### src/rtl/channel_arbiter.sv
// channel_arbiter: round-robin burst arbiter that shares one buffer input port
// among NUM_REQ valid/ready producer streams. A grant holds the port for
// BURST_LEN accepted beats. The selected stream passes through combinationally.
//
// Optional feature: define CHANNEL_ARB_TIMEOUT_EN to abort a burst after
// TIMEOUT_CYCLES consecutive cycles with the granted requester's valid low.
//
// state | meaning
// ARB   | no grant; search req_valid from last_grant+1, one bubble per burst
// BURST | port owned by grant_id until BURST_LEN beats are accepted
module channel_arbiter #(
  parameter int BIT_WIDTH      = 8,
  parameter int NUM_CHANNEL    = 3,
  parameter int NUM_REQ        = 4,
  parameter int BURST_LEN      = 4,
  parameter int TIMEOUT_CYCLES = 16
) (
  input  logic                                      clk,
  input  logic                                      rst,
  input  logic [NUM_REQ-1:0]                        req_valid,
  output logic [NUM_REQ-1:0]                        req_rdy,
  input  logic [NUM_REQ*NUM_CHANNEL*BIT_WIDTH-1:0]  req_data,
  output logic                                      out_valid,
  input  logic                                      out_rdy,
  output logic [NUM_CHANNEL*BIT_WIDTH-1:0]          out_data,
  output logic                                      grant_valid,
  output logic [$clog2(NUM_REQ)-1:0]                grant_id,
  output logic                                      burst_abort
);

  localparam int W     = NUM_CHANNEL * BIT_WIDTH;
  localparam int ID_W  = $clog2(NUM_REQ);
  localparam int CNT_W = $clog2(BURST_LEN + 1);

  typedef enum logic {ARB, BURST} state_t;

  state_t            state, state_nxt;
  logic [ID_W-1:0]   last_grant, last_nxt;
  logic [ID_W-1:0]   gid_nxt;
  logic [CNT_W-1:0]  beat_cnt, beat_nxt;

  logic              found;
  logic [ID_W-1:0]   pick;
  logic [ID_W-1:0]   cand;
  int                idx;

  // Round-robin search: first valid requester after last_grant, wrapping.
  always_comb begin
    found = 1'b0;
    pick  = '0;
    cand  = '0;
    idx   = 0;
    for (int off = 1; off <= NUM_REQ; off++) begin
      idx = int'(last_grant) + off;
      if (idx >= NUM_REQ) idx = idx - NUM_REQ;
      cand = ID_W'(idx);
      if (!found && req_valid[cand]) begin
        found = 1'b1;
        pick  = cand;
      end
    end
  end

`ifdef CHANNEL_ARB_TIMEOUT_EN
  localparam int ST_W = $clog2(TIMEOUT_CYCLES + 1);
  logic [ST_W-1:0] stall_cnt, stall_nxt;
  logic            abort_nxt;
  logic            abort_q;
`endif

  // Next-state, counters and pass-through outputs.
  always_comb begin
    state_nxt = state;
    last_nxt  = last_grant;
    gid_nxt   = grant_id;
    beat_nxt  = beat_cnt;
    out_valid = 1'b0;
    out_data  = '0;
    req_rdy   = '0;
`ifdef CHANNEL_ARB_TIMEOUT_EN
    stall_nxt = '0;
    abort_nxt = 1'b0;
`endif
    case (state)
      ARB: begin
        if (found) begin
          state_nxt = BURST;
          gid_nxt   = pick;
          last_nxt  = pick;
          beat_nxt  = '0;
        end
      end
      BURST: begin
        out_valid         = req_valid[grant_id];
        out_data          = req_data[grant_id*W +: W];
        req_rdy[grant_id] = out_rdy;
        if (req_valid[grant_id] && out_rdy) begin
          if (beat_cnt == CNT_W'(BURST_LEN - 1)) begin
            state_nxt = ARB;
            beat_nxt  = '0;
          end else begin
            beat_nxt = beat_cnt + CNT_W'(1);
          end
        end
`ifdef CHANNEL_ARB_TIMEOUT_EN
        // Only a missing valid counts as a stall; backpressure never does.
        if (!req_valid[grant_id]) begin
          if (stall_cnt == ST_W'(TIMEOUT_CYCLES - 1)) begin
            state_nxt = ARB;
            beat_nxt  = '0;
            stall_nxt = '0;
            abort_nxt = 1'b1;
          end else begin
            stall_nxt = stall_cnt + ST_W'(1);
          end
        end
`endif
      end
      default: state_nxt = ARB;
    endcase
  end

  // State and grant registers with synchronous reset.
  always_ff @(posedge clk) begin
    if (rst) begin
      state      <= ARB;
      last_grant <= ID_W'(NUM_REQ - 1);
      grant_id   <= '0;
      beat_cnt   <= '0;
    end else begin
      state      <= state_nxt;
      last_grant <= last_nxt;
      grant_id   <= gid_nxt;
      beat_cnt   <= beat_nxt;
    end
  end

`ifdef CHANNEL_ARB_TIMEOUT_EN
  // Stall counter and registered one-cycle abort pulse.
  always_ff @(posedge clk) begin
    if (rst) begin
      stall_cnt <= '0;
      abort_q   <= 1'b0;
    end else begin
      stall_cnt <= stall_nxt;
      abort_q   <= abort_nxt;
    end
  end

  assign burst_abort = abort_q;
`else
  assign burst_abort = 1'b0;
`endif

  assign grant_valid = (state == BURST);

endmodule
### config.mk
export PLATFORM = sky130hd
export DESIGN_NAME = channel_arbiter
export DESIGN_NICKNAME = d
export VERILOG_FILES = /design/src/rtl/channel_arbiter.sv
export SDC_FILE = /design/constraint.sdc
export NUM_CORES = 1
export LEC_CHECK = 0
export ABC_AREA = 1
export BUFFER_PORTS_ARGS = -buffer_cell sky130_fd_sc_hd__buf_2
export CAP_MARGIN = 20
export CORE_MARGIN = 2
export CORE_UTILIZATION = 35
export CTS_CLUSTER_DIAMETER = 150
export CTS_CLUSTER_SIZE = 16
export DETAILED_ROUTE_END_ITERATION = 16
export PLACE_DENSITY = 0.82
export SETUP_SLACK_MARGIN = 0.05
export SYNTH_ARGS = -nofsm -noshare
export SYNTH_HDL_FRONTEND = slang
export SYNTH_SLANG_ARGS = --single-unit
export TNS_END_PERCENT = 30
### constraint.sdc
create_clock -name clk -period 2.3 [get_ports clk]
set_clock_uncertainty 0.2 [all_clocks]
set_input_delay 0.575 -clock clk [delete_from_list [all_inputs] [get_ports clk]]
set_output_delay 0.575 -clock clk [all_outputs]
set_load 0.01 [all_outputs]
==> metrics <==
outcome finished, final reports clean; Internal 0.00103 W; critical path arrival about 1.4 ns; Post CTS Setup Buffer Count 0; CTS Buf Count 3; switching power 0.00115 W; largest net degree at the start of global routing 26; RSZ-0062 raised after global routing true; post-synthesis mux area share 0; Post-Synthesis Cells ~210; first-pass GRT wire length 8510 um; Max stage delay on crit path 0.39 ns; delay-heaviest family, CP flip-flops; core area ~0.0034 mm2; initial antenna violation count 0; clock latency on the worst-skew pair 0.26 ns; final non-filler cell total 391; post-synthesis xor/xnor area fraction 0; Avg Cell Area, Syn ~5.9 um2; footprint of the multi-input gates about 970 um2; worst-path cell chain inv_4, nor2_4, buf_12, a22oi_1, a21oi_1, buf_2; Seq/Total Area, Yosys 0.129; post-synthesis adder-cell area fraction 0.0101; Clock Power Share 0.051; register bit total from synthesis 8; number of port buffers 134; Std-Cell Rows 21; fin crit period 2.21 ns; Die Y-Extent 63.6 um; vias 2070; Leak between 1 and 1.5 nW; peak fanout along the critical path 13; Synthesis Warnings 0; Simple-Gate Fraction of Synth Area 0.313; CP Buf/Inv Count 3; startpoint types flop; commonest non-fill, non-tap cell in the layout buf_2; Layout area overhead 70.6%; slowest stage cell, crit path dfxtp_4; Final Hold Vio Count 0; main combinational cell family by area after synthesis compound AO/OA/AOI/OAI gates; I/O pin count 136; critical path class flop to primary output; critical path required time 1.52 ns; Reg area 168 um2; PnR Total Power 0.00219 W; Post-CTS Hold Fix Bufs 0; layout cells sized above 1 0.507; placer congestion estimate 0.846; drt drc 0; pwr/cell area 1030 mW/mm2; CTS Root Cell clkbuf_4; WL/cell 14.0 um; Tot GR Track Use 0.258; vias per std cell 5.29; Max clock buf depth 2; CP endpoint kind primary output; H-tree depth 1; DRT Pass-1 Iters 4; final slew viol count 0; dpl hpwl 4120 um; GRT overflow 0; Hold Crit Class flop to flop; Util after Layout 0.629; Peak VDD IR around 0.46 mV; endpoints failing setup 0; combinational share of power 0.817; clk sinks 8; cell area after synthesis 0.00124 mm2; Final ANT Viol Nets 0; Die W 63.6 um; Worst-path clk slew 0.06 ns; DRT iter0 DRCs 174; fillers between 300 and 400; Max Fclk between 400 and 500 MHz; die area between 0.004 and 0.005 mm2; vias in the first global route 1901; final net count 451; compound-gate portion of the synthesized area 0.430; placed instance count 385; sequential power share 0.132; Sw Share 0.527; final setup TNS 0 ns; CTS tree yes; Syn Nets 316; initial core utilization 0.369; max_cap viols 0; Total Wirelength 5490 um; n_diodes 0; Cell variety after synth 22; Tcrit/Tclk final 0.959; commonest non-fill, non-tap cells in the layout buf_2, nand2_1, a22oi_1
## repair_timing
item,4_1_cts,5_1_grt
gates cloned,0,3
pin swaps,0,5
gates resized for setup,6,12
endpoints found under the setup margin,25,25
## layout make-up
cell class | instances | area share
Clock buffer | 3 | 0.0106
Timing Repair inverter | 1 | 0.00296
Timing Repair Buffer | 142 | 0.379
Multi-Input combinational cell | 170 | 0.459
Inverter | 21 | 0.0420
Sequential cell | 8 | 0.0792
Tap cell | 46 | 0.0272
## metal layers
layer | vias up | wire, um | GRT usage
met3 | 16 | 456 | 0.0554
met1 | 918 | 2100 | 0.316
met4 | 0 | 151 | 0.103
li1 | 1025 | - | -
met2 | 111 | 2780 | 0.438
met5 | - | 0 | 0
## per-stage QoR
| stage | hold WS (ns) | worst slack, ns | area [um2] |
|---|---|---|---|
| 6_report | 0.267 | 0.0932 | 2120 |
| 2_1_floorplan | 0.233 | 0.161 | 1240 |
| 3_3_place_gp | 0.240 | 0.143 | 1990 |
| 3_5_place_dp | 0.256 | 0.0567 | 1990 |
| 5_1_grt | 0.296 | 0.00612 | 2120 |
| 4_1_cts | 0.265 | 0.0444 | 2030 |
## worst reg2reg max path: cells and delay by family (launching register included)
family,cells,cell delay [ns]
and+or+nand+nor,9,0.90
DFF,1,0.47
buffers and inverters,2,0.22
## state kept, by name, indices dropped and copies added, names as in the netlist
name	flops
grant_valid	1
last_grant	2
beat_cnt	3
grant_id	2
## cells in the mapped netlist
cell	number	area [um2]
a21oi_1	27	135
a21oi_2	3	26.3
a22oi_1	48	360
a31oi_1	2	12.5
buf_1	2	7.51
buf_4	2	15.0
buf_6	1	11.3
clkbuf_1	8	30.0
conb_1	1	3.75
dfxtp_1	8	160
ha_1	1	12.5
inv_1	16	60.1
inv_2	5	18.8
nand2_1	50	188
nand2_2	8	50.1
nand3_1	12	60.1
nand3_2	1	10.0
nand4_1	1	6.26
nor2_1	11	41.3
nor2_2	1	6.26
nor2_4	1	11.3
nor3_1	3	15.0
## power groups by stage
stage | logic (W) | registers [W] | clock network (W)
finish | 0.00178 | 0.000288 | 0.000112
global placement | 0.00162 | 0.000266 | 0
global route | 0.00199 | 0.000301 | 0.000120
detailed placement | 0.00165 | 0.000271 | 0
floorplan | 0.00110 | 0.000256 | 0
CTS | 0.00166 | 0.000278 | 0.000114
## logic make-up after synthesis
group,Yosys count
DFF,8
other,1
buffers and inverters,34
and+or+nand+nor,88
adders and majority gates,1
AOI/OAI and AO/OA,80
## path summary, 6_finish.rpt
path / start / end / slack (ns) / cells past startpoint
worst max-delay path: grant_id[1]$_SDFFE_PP0P_ / out_data[4] / 0.09 / 6
worst min-delay path: beat_cnt[2]$_SDFFE_PP0P_ / beat_cnt[2]$_SDFFE_PP0P_ / 0.27 / 2
worst max register to register: last_grant[0]$_SDFFE_PP1P_ / last_grant[1]$_SDFFE_PP1P_ / 0.40 / 11
worst min register to register: beat_cnt[2]$_SDFFE_PP0P_ / beat_cnt[2]$_SDFFE_PP0P_ / 0.27 / 2
Power figures use the tool's default switching activity.
